## config.mk

```make
export PLATFORM = sky130hd
export DESIGN_NAME = sobel_window_sequencer
export DESIGN_NICKNAME = d
export VERILOG_FILES = /design/src/rtl/sobel_window_sequencer.sv
export SDC_FILE = /design/constraint.sdc
export NUM_CORES = 1
export LEC_CHECK = 0
export BUFFER_PORTS_ARGS = -buffer_cell sky130_fd_sc_hd__buf_4
export CAP_MARGIN = 20
export CORE_MARGIN = 3
export CORE_UTILIZATION = 51
export DETAILED_ROUTE_END_ITERATION = 12
export PLACE_DENSITY = 0.78
export SETUP_SLACK_MARGIN = 0.3
export SYNTH_ARGS = -nofsm -noshare
export SYNTH_HDL_FRONTEND = slang
export SYNTH_SLANG_ARGS = --single-unit
export TNS_END_PERCENT = 5
```

## constraint.sdc

```tcl
create_clock -name clk -period 2.7 [get_ports clk]
set_clock_uncertainty 0.05 [all_clocks]
set_input_delay 0.135 -clock clk [delete_from_list [all_inputs] [get_ports clk]]
set_output_delay 0.135 -clock clk [all_outputs]
set_load 0.05 [all_outputs]
```

## src/rtl/sobel_window_sequencer.sv

```systemverilog
// sobel_window_sequencer
// Walks every interior pixel of a W x H grayscale frame in row-major order,
// reads the 3x3 neighbourhood of each through the shared single read port,
// and presents the assembled window plus centre address over valid/ready.
// The VGA reader always wins the read port; the sequencer simply stalls.

module sobel_window_sequencer #(
  parameter int W  = 32,
  parameter int H  = 32,
  parameter int AW = 10,
  parameter int DW = 4
) (
  input  logic              clk,
  input  logic              rst,
  input  logic              start,
  output logic              busy,
  output logic              done,
  input  logic              vga_req,
  input  logic [AW-1:0]     vga_addr,
  output logic              rd_en,
  output logic [AW-1:0]     rd_addr,
  input  logic [DW-1:0]     rd_data,
  output logic              win_valid,
  input  logic              win_ready,
  output logic [9*DW-1:0]   win_pix,
  output logic [AW-1:0]     win_addr
);

  localparam int LW = $clog2(W);

  typedef enum logic [2:0] {
    S_IDLE,
    S_FETCH,
    S_DRAIN,
    S_PRESENT,
    S_DONE
  } state_t;

  state_t           r_state;
  state_t           w_state_next;

  logic [AW-1:0]    r_row;
  logic [AW-1:0]    r_col;
  logic [3:0]       r_k;
  logic [3:0]       r_k_d;
  logic             r_seq_issue_d;
  logic [9*DW-1:0]  r_win_pix;
  logic [AW-1:0]    r_win_addr;

  logic             w_seq_issue;
  logic [1:0]       w_dr;
  logic [1:0]       w_dc;
  logic [AW-1:0]    w_tap_row;
  logic [AW-1:0]    w_tap_col;
  logic [AW-1:0]    w_tap_addr;
  logic [AW-1:0]    w_centre_addr;
  logic             w_col_more;
  logic             w_row_more;

  // Tap index k -> (dr, dc) offset within the 3x3 neighbourhood.
  always_comb begin
    // NOTE: every always_comb output gets a default first so no path can infer a latch.
    w_dr = 2'd0;
    w_dc = 2'd0;
    case (r_k)
      4'd0:    begin w_dr = 2'd0; w_dc = 2'd0; end
      4'd1:    begin w_dr = 2'd0; w_dc = 2'd1; end
      4'd2:    begin w_dr = 2'd0; w_dc = 2'd2; end
      4'd3:    begin w_dr = 2'd1; w_dc = 2'd0; end
      4'd4:    begin w_dr = 2'd1; w_dc = 2'd1; end
      4'd5:    begin w_dr = 2'd1; w_dc = 2'd2; end
      4'd6:    begin w_dr = 2'd2; w_dc = 2'd0; end
      4'd7:    begin w_dr = 2'd2; w_dc = 2'd1; end
      default: begin w_dr = 2'd2; w_dc = 2'd2; end
    endcase
  end

  // Address arithmetic; W is a power of two so row*W is a shift, truncated to AW.
  assign w_tap_row     = r_row + AW'(w_dr) - AW'(1);
  assign w_tap_col     = r_col + AW'(w_dc) - AW'(1);
  assign w_tap_addr    = (w_tap_row << LW) + w_tap_col;
  assign w_centre_addr = (r_row << LW) + r_col;
  assign w_col_more    = (r_col < AW'(W - 2));
  assign w_row_more    = (r_row < AW'(H - 2));

  // Read-port arbitration: VGA has absolute priority and needs no grant.
  assign w_seq_issue = (r_state == S_FETCH) && !vga_req;
  assign rd_en       = vga_req | w_seq_issue;
  assign rd_addr     = vga_req ? vga_addr : w_tap_addr;

  // Status and window outputs decode directly from state and held registers.
  assign busy      = (r_state != S_IDLE);
  assign done      = (r_state == S_DONE);
  assign win_valid = (r_state == S_PRESENT);
  assign win_pix   = r_win_pix;
  assign win_addr  = r_win_addr;

  // State register.
  always_ff @(posedge clk or posedge rst) begin
    // NOTE: sequential state uses non-blocking assignments so every flop samples pre-edge values.
    if (rst) r_state <= S_IDLE;
    else     r_state <= w_state_next;
  end

  // Next-state logic.
  always_comb begin
    w_state_next = r_state;
    case (r_state)
      S_IDLE:    if (start) w_state_next = S_FETCH;
      S_FETCH:   if (w_seq_issue && (r_k == 4'd8)) w_state_next = S_DRAIN;
      S_DRAIN:   w_state_next = S_PRESENT;
      S_PRESENT: begin
        if (win_ready) begin
          if (w_col_more || w_row_more) w_state_next = S_FETCH;
          else                          w_state_next = S_DONE;
        end
      end
      S_DONE:    w_state_next = S_IDLE;
      default:   w_state_next = S_IDLE;
    endcase
  end

  // Tap issue tracking, window capture and centre-pixel walk.
  always_ff @(posedge clk or posedge rst) begin
    if (rst) begin
      r_row         <= AW'(1);
      r_col         <= AW'(1);
      r_k           <= 4'd0;
      r_k_d         <= 4'd0;
      r_seq_issue_d <= 1'b0;
      // NOTE: win_pix is a nine-entry flop bank, not a RAM, so it takes the async reset like any register.
      r_win_pix     <= '0;
      r_win_addr    <= '0;
    end else begin
      r_seq_issue_d <= w_seq_issue;
      r_k_d         <= r_k;

      // Data returns one cycle after issue; only sequencer-owned returns are captured.
      if (r_seq_issue_d) begin
        for (int k = 0; k < 9; k++) begin
          if (r_k_d == 4'(k)) r_win_pix[k*DW +: DW] <= rd_data;
        end
      end

      case (r_state)
        S_IDLE: begin
          if (start) begin
            r_row <= AW'(1);
            r_col <= AW'(1);
            r_k   <= 4'd0;
          end
        end
        S_FETCH: begin
          if (w_seq_issue) r_k <= (r_k == 4'd8) ? 4'd0 : r_k + 4'd1;
        end
        S_DRAIN: begin
          r_win_addr <= w_centre_addr;
        end
        S_PRESENT: begin
          if (win_ready) begin
            if (w_col_more) begin
              r_col <= r_col + AW'(1);
            end else if (w_row_more) begin
              r_col <= AW'(1);
              r_row <= r_row + AW'(1);
            end
          end
        end
        default: ;
      endcase
    end
  end

endmodule

```

-- After elaboration in Yosys (flattened, before gate mapping)
Memories as Yosys holds them, arrays and structs flattened.
Index checks and enable logic that the tools add are counted.
- $add $sub $neg: 9
- magnitude comparators: 2
- eq/ne operators: 20
- muxes and demuxes: 20
- bitwise gates (word level): 1
- reductions and logical operators: 22
- operator list (kind ; count):
    $mux 10 ; 8
    $pmux 10 s2 ; 2
    $add 10x1->10 const B ; 2
    $add 10x10->10 ; 2
    $lt 10x5->1 const B ; 2
    $reduce_and 2->1 ; 9
    $eq 4x3->1 const B ; 4
    $mux 4 ; 4
    $mux 3 ; 4
    $pmux 3 s4 ; 1
    $add 10x2->10 ; 1
    $sub 10x1->10 const B ; 1
    $eq 4x2->1 const B ; 2
    $eq 4x4->1 const B ; 2
    $pmux 4 s2 ; 1
    $eq 3x2->1 const B ; 2
    $ne 2x1->1 const B ; 3
    $ne 2x2->1 const B ; 3
    $reduce_and 3->1 ; 2
    $add 5x2->5 ; 1
    $reduce_and 5->1 ; 1
    $sub 5x1->5 const B ; 1
    $add 4x1->4 const B ; 1
    $eq 4x1->1 const B ; 1
    12 further kinds ; 14
- register bits: 78
- bits in read-only memories: 32
- bits of input ports: 19
- output and inout bits: 60
- logic and storage cells: 91
- memories kept: 1
- memories (name ; words ; width ; rd ports ; clocked after Yosys merged registers in ; write ports ; RTL line ; source):
    (no name shown) ; 8 ; 4 ; 1 ; 0 ; 0 ; 65 ; case (r_k)

-- Depth between registers and ports, before layout
Gate-level depths: netlist of the first run.
An unclocked memory read counts as a cell.
- word-level depth: 6
- gate-level depth with buffers: 15
- gate-level depth less buffers: 14

-- Worst setup path before layout of the first run
OpenSTA, ideal clock, no wires.
- path type: register to output
- start: register r_k[2]
- end: output rd_addr[9]
- arrival time: 3.896 ns
- required time: 2.515 ns
- path slack: -1.381 ns
- stages on the path, launching flop included: 15
- path buffers: 1
- path through: dfrtp_1 -> clkbuf_1 -> a21oi_1 -> ha_1 -> inv_1 -> ha_1 -> fa_1 -> inv_1 -> ha_1 -> inv_1 -> ha_1 -> o21ai_0 -> nand2b_1 -> and3_1 -> o31ai_1
- longest elaborated chain between the ends: 6
- elaborated cells between the ends (all ways): 8
- classes of those cells: 5 x add/sub; 2 x mux; 1 x memory
- RTL lines (what ; RTL line ; source):
    from (decl) ; 44 ; logic [3:0] r_k;
    from (signal assigned) ; 154 ; if (w_seq_issue) r_k <= (r_k == 4'd8) ? 4'd0 : r_k + 4'd1;
    $mem_v2 8x4 * ; - ;
    $mux 4 * ; 65 ;
    $add 10x2->10 or $add 5x2->5 (tied branches) ; 80, 79 ;
    $sub 10x1->10 or $sub 5x1->5 (tied branches) ; 80, 79 ;
    $add 10x10->10 * ; 81 ; assign w_tap_addr = (w_tap_row << LW) + w_tap_col;
    $mux 10 * ; 89 ; assign rd_addr = vga_req ? vga_addr : w_tap_addr;
    to (decl) ; 21 ; output logic [AW-1:0] rd_addr,
Every way passes the cells marked *; elsewhere a longest branch is shown, timed or not.

-- Worst setup path after layout of the first run
- start: register r_k[1]
- end: output rd_addr[9]
The elaborated chain is that of the path after synthesis.

==> qor.yml, run 1 <==
run_status: "finished, violations left"
violations: "negative setup slack"
syn_avg_cell_area_um2: 11.1
multi_input_area_mm2: 0.00231
grt_use_met1_pct: 24.6
antenna_cells: 0
synth-seq-cells: 78
ioPinCount: 79
syn2layout_area_growth_pct: 28.9
synth-main-ff-cell: "dfrtp_1"
fp.dieH_um: 98.2
cts.path.max_buffers: 2
fin_crit_ns: 3.52
clk_latency_ns: 0.34
tightest_slew_ns: 0.771
wl_mm: 9.89
dieArea_mm2: 0.00964
cp_top_family: "adder cells"
cp.arrival_ns: 3.34
drtIter0Drc: 116
via_count: 3340
wl_per_cell_um: 16.3
port_buffers: 78
cts_tree: "done"
final_cells: 606
path_common_cell: "ha_2"
drc: 0
relSlewSlack_pct: 48.3
core_area_mm2: 0.00797
firstDrtPassIters: 4
crit_fanout: 4
dp.final_hpwl_mm: 7.35
place_inst: 588
clock_sinks: 78
grt_use_met2_pct: 36.3
async_flop_share_pct: 100
synth.distinct_cells: 55
grt_use_total_pct: 20.3
syn_area_mm2: 0.00433
slowest_stage: "fa_2"
critPathKind: "reg -> out"
slew_violations: 0
synth-edff-count: 0
antenna_found_initial: 0
fp.dieW_um: 98.2
gp_congestion: 0.862
htree_levels: 3
nFillCells: 594
fin_crit_sh_pct: 130
final_net_count: 555
critPathCaptureType: "primary output"
crit_required_ns: 2.52
utilization_pct: 70.1
synth.yosys.warnings: 0
layout-drive-gt1-share_pct: 40.3
grt_remaining_overflow: 0
grt_pass1_vias: 3349
row_count: 32
finalWorstSetupSlack_ns: -0.821
synth_cells: 392
ant_nets: 0
root_buffer: "clkbuf_8"
max_freq_ghz: 0.284
numCtsBuffers: 9
yosysSeqAreaShare_pct: 45.1
grt_pass1_wl_mm: 15.8
final_cell_mix: "99 x buf_4, 76 x dfrtp_1, 47 x mux2_2, 34 x inv_1, 27 x nand2_1"
maxCapViolCount: 0
cp-start-kind: "register"
hold_violations: 0
cp_num_buf_inv: 4
via_per_inst: 5.51
grt_max_degree: 31
initial_core_util_pct: 54.4
cpPeakStageDelay_ns: 0.55
busiest_layer: "met2"
hold_path_class: "in -> reg"
syn-num-nets: 447
crit_chain: "ha_2, o21ai_2, ha_2, inv_1, ha_2, fa_2, inv_2, ha_4, inv_2, ha_4, o21ai_2, nand2b_1, and3_4, o31ai_4, buf_6"
met3_usage_pct: 4.36
cts.clk_slew.worst_paths_ns: 0.08
final_common_cell: "buf_4"
seq_area_mm2: 0.00195
setup_viol: 8
rsz0062_at_grt: "true"
[registers in the layout, summed over array words and instances (netlist names)]
signal         cells
r_k                4
r_state            3
win_addr          10
r_seq_issue_d      1
r_k_d              4
win_pix           36
r_col             10
r_row             10
[logic make-up after synthesis]
| kind of cell | share of synthesized area [%] |
|---|---|
| buf+inv | 4.42 |
| xor+xnor | 2.63 |
| fa+ha+maj | 10.9 |
| mux | 13.8 |
| compound gates | 10.3 |
| simple gates | 12.7 |
| flops | 45.1 |
[worst paths after layout]
path	startpoint	slack, ns	end	cells past startpoint
max	r_k[1]	-0.82	rd_addr[9]	15
min	rd_data[0]	0.06	win_pix[28]	2
max reg2reg	r_col[8]	0.40	r_col[4]	5
min reg2reg	r_row[9]	0.44	r_row[9]	1
max in group asynchronous	rst	1.42	r_col[0]	4
min in group asynchronous	rst	0.35	win_pix[14]	3
[Yosys cell counts (3+ instances only)]
cell type   n  area [µm²]
and2_1      7        43.8
nand3b_1    6        45.0
nor4_1      3        18.8
a211oi_1    4        30.0
mux2i_1     7        70.1
o21ai_0    15        75.1
o21a_1      3        22.5
inv_1      38         143
nand3_1     7        35.0
nor3_1      5        25.0
nor2_1     11        41.3
mux2_2     47         529
a21oi_1    12        60.1
nand4_1     4        25.0
fa_1        3        60.1
clkbuf_1   10        37.5
ha_1       33         413
nand2b_1    4        25.0
xnor2_1    11        96.3
or3_1       3        18.8
dfrtp_1    76        1900
nand2_1    27         101
nor3b_1     9        67.6
a21o_1      8        60.1
[area by class of cell]
cell class	instances	share of cell area, %
Timing Repair Buffer	108	15.2
Sequential cell	78	35.0
Clock buffer	12	2.78
Inverter	38	2.55
Clock inverter	3	0.784
Tap cell	102	2.29
Multi-Input combinational cell	265	41.4
[per-layer routing]
layer / wire length (µm) / up-vias
met5: 0 / -
met4: 98 / 0
met3: 560 / 9
met2: 5050 / 87
met1: 4190 / 1634
li1: - / 1610
[worst reg2reg max path: cells and delay by family, from the launching register on]
kind,cells,cell delay [ns]
AOI/OAI and AO/OA,3,0.83
DFF,1,0.44
and+or+nand+nor,2,0.91
[through the flow]
stage | hold slack [ns] | cell area [µm²] | TNS (ns) | setup slack (ns)
floorplan | 0.200 | 4390 | -2.43 | -0.493
global placement | 0.157 | 5260 | -1.43 | -0.441
detailed placement | 0.168 | 5260 | -1.75 | -0.511
CTS | 0.0493 | 5540 | -4.06 | -0.840
global route | 0.0529 | 5580 | -5.36 | -0.953
finish | 0.0595 | 5580 | -4.30 | -0.821
[timing repair]
action,in CTS,in global routing
pin swaps,1,12
hold buffers,2,0
buffers inserted,0,1
setup endpoints to repair,9,13
resized for setup,17,7
endpoints found under the hold margin,27,0
Power of run 1 is left out: the tool's default activity adds up to more than one toggle a clock period on the data nets, which glitch-free logic cannot reach.
==> inputs of run 2 (changes only) <==
Clock period 2.7 ns to 3.15 ns, I/O delays scaled along.
==> run 2 against run 1 <==
The flow still finishes with violations (negative setup slack). First-iteration DRC count is 27% higher. Die area stayed put. Register-to-register slack better by 0.34 ns. Core utilization is 1.1 points lower. Count of clock-buffer cells in the layout is 2 lower. Routed wire length stayed put. Global-route usage is 0.55 points higher. Critical path type unchanged. Critical endpoint unchanged.
==> qor.yml, run 2 (synthesis results as in run 1) <==
cp-start-kind: "register"
dp.final_hpwl_mm: 7.15  # -2.6%
via_per_inst: 5.60  # +1.6%
worst_hold_path.num_cells: 2  # unchanged
drc: 0  # unchanged
numCtsBuffers: 9  # unchanged
wl_per_cell_um: 16.5  # +1.3%
crit_fanout: 4  # unchanged
slew_violations: 0  # unchanged
via_count: 3349  # +0.27%
ant_nets: 0  # unchanged
grt_use_total_pct: 20.8  # +0.55 points
rsz0062_at_grt: "true"
root_buffer: "clkbuf_8"
htree_levels: 3  # unchanged
fp.dieW_um: 98.2  # unchanged
fp.dieH_um: 98.2  # unchanged
initial_core_util_pct: 54.4  # unchanged
grt_remaining_overflow: 0  # unchanged
setup_viol: 6  # -2
clock_sinks: 78  # unchanged
grt_max_degree: 32  # +3.2%
syn2layout_area_growth_pct: 27.0
fin_crit_sh_pct: 113
row_count: 32  # unchanged
reg2regPathDepth: 5  # unchanged
cts.clk_slew.worst_paths_ns: 0.08  # about the same
rrSetupSlack_ns: 0.74  # +0.34 ns
hold_path_class: "in -> reg"
cp.arrival_ns: 3.35  # about the same
wl_mm: 9.89  # unchanged
dieArea_mm2: 0.00964  # unchanged
fin_crit_ns: 3.56
largest_reg_flops: 36  # unchanged
finalWorstSetupSlack_ns: -0.408  # +0.413 ns
cts.path.max_buffers: 2  # unchanged
antenna_cells: 0  # unchanged
gp_congestion: 0.868  # +0.72%
ioPinCount: 79  # unchanged
setup_tns_ns: -1.32  # +2.99 ns
critPathKind: "reg -> out"
max_freq_ghz: 0.281
violations: "negative setup slack"
final_common_cell: "buf_4"
port_buffers: 78  # unchanged
grt_pass1_vias: 3388  # +1.2%
final_net_count: 547  # -1.4%
relSlewSlack_pct: 46.0  # -2.3 points
critPathCaptureType: "primary output"
grt_pass1_wl_mm: 16.2  # +2.8%
core_area_mm2: 0.00797  # unchanged
tightest_slew_ns: 0.805  # +0.0337 ns
drtIter0Drc: 147  # +27%
crit_required_ns: 2.94  # +0.42 ns
maxCapViolCount: 0  # unchanged
clk_latency_ns: 0.35  # about the same
post-place-ws_ns: -0.0933  # +0.417 ns
hold_ws_ns: 0.0852  # +0.0258 ns
run_status: "finished, violations left"
final_cell_mix: "91 x buf_4, 76 x dfrtp_1, 47 x mux2_2, 33 x inv_1, 27 x nand2_1"
firstDrtPassIters: 4  # unchanged
antenna_found_initial: 0  # unchanged
hold_violations: 0  # unchanged
layout-drive-gt1-share_pct: 39.9  # -0.36 points
cts_tree: "done"
==> run 2: changes by cell type in the layout (fill, tap and decap cells not counted), sizes merged <==
| cell | before | now |
|---|---|---|
| buf | 106 | 98 |
| bufinv | 1 | 0 |
| clkbuf | 12 | 10 |
| clkinv | 2 | 1 |
| clkinvlp | 0 | 3 |
| inv | 38 | 39 |
==> run 2: repair_timing <==
| item | 4_1_cts | 5_1_grt |
|---|---|---|
| gates resized for setup | 23 | 4 |
| setup endpoints to repair | 8 | 8 |
| hold buffers | 2 | 0 |
| setup buffers | 3 | 2 |
| pin swaps | 16 | 8 |
| endpoints found under the hold margin | 21 | 0 |
==> run 2: final cells by class <==
class	count	area (µm²)
Fill cell	605	2470
Tap cell	102	128
Inverter	38	143
Timing Repair Buffer	100	786
Clock inverter	5	36.3
Sequential cell	78	1950
Clock buffer	10	128
Multi-Input combinational cell	265	2330
==> run 2: path summary, 6_finish.rpt <==
kind | startpoint | endpoint
max in group asynchronous | rst | r_row[0]
min in group asynchronous | rst | win_pix[25]
hold reg to reg | r_row[5] | r_row[5]
setup reg to reg | r_col[8] | r_row[0]
setup / recovery | r_k[1] | rd_addr[9]
hold / removal | rd_data[2] | win_pix[34]
==> run 2: worst max-delay path, cell delays in order (launching register included) <==
cell and delay (ns):
dfrtp_1 0.43, ha_2 0.21, o21ai_2 0.13, ha_2 0.20, inv_2 0.04, ha_4 0.15, fa_2 0.53, inv_2 0.05
ha_4 0.25, inv_2 0.04, ha_4 0.16, nor3_2 0.14, nand3_1 0.12, and3_4 0.20, o31ai_4 0.17, buf_6 0.19
==> run 2: routing by layer <==
layer | track usage, % | up-vias | part of all wire (%)
met2 | 36.5 | 104 | 51
met3 | 4.79 | 16 | 5.1
met1 | 25.4 | 1646 | 42
met5 | 0 | - | 0
li1 | - | 1583 | -
met4 | 6.93 | 0 | 1.6
==> run 2: metrics by stage <==
step	utilization [%]	std cells	area [µm²]
2_1_floorplan	-	392	4390
3_3_place_gp	64.8	576	5160
3_5_place_dp	64.8	576	5160
4_1_cts	68.7	596	5470
5_1_grt	69.0	598	5500
6_report	69.0	598	5500
Power of run 2 is left out for the same reason.
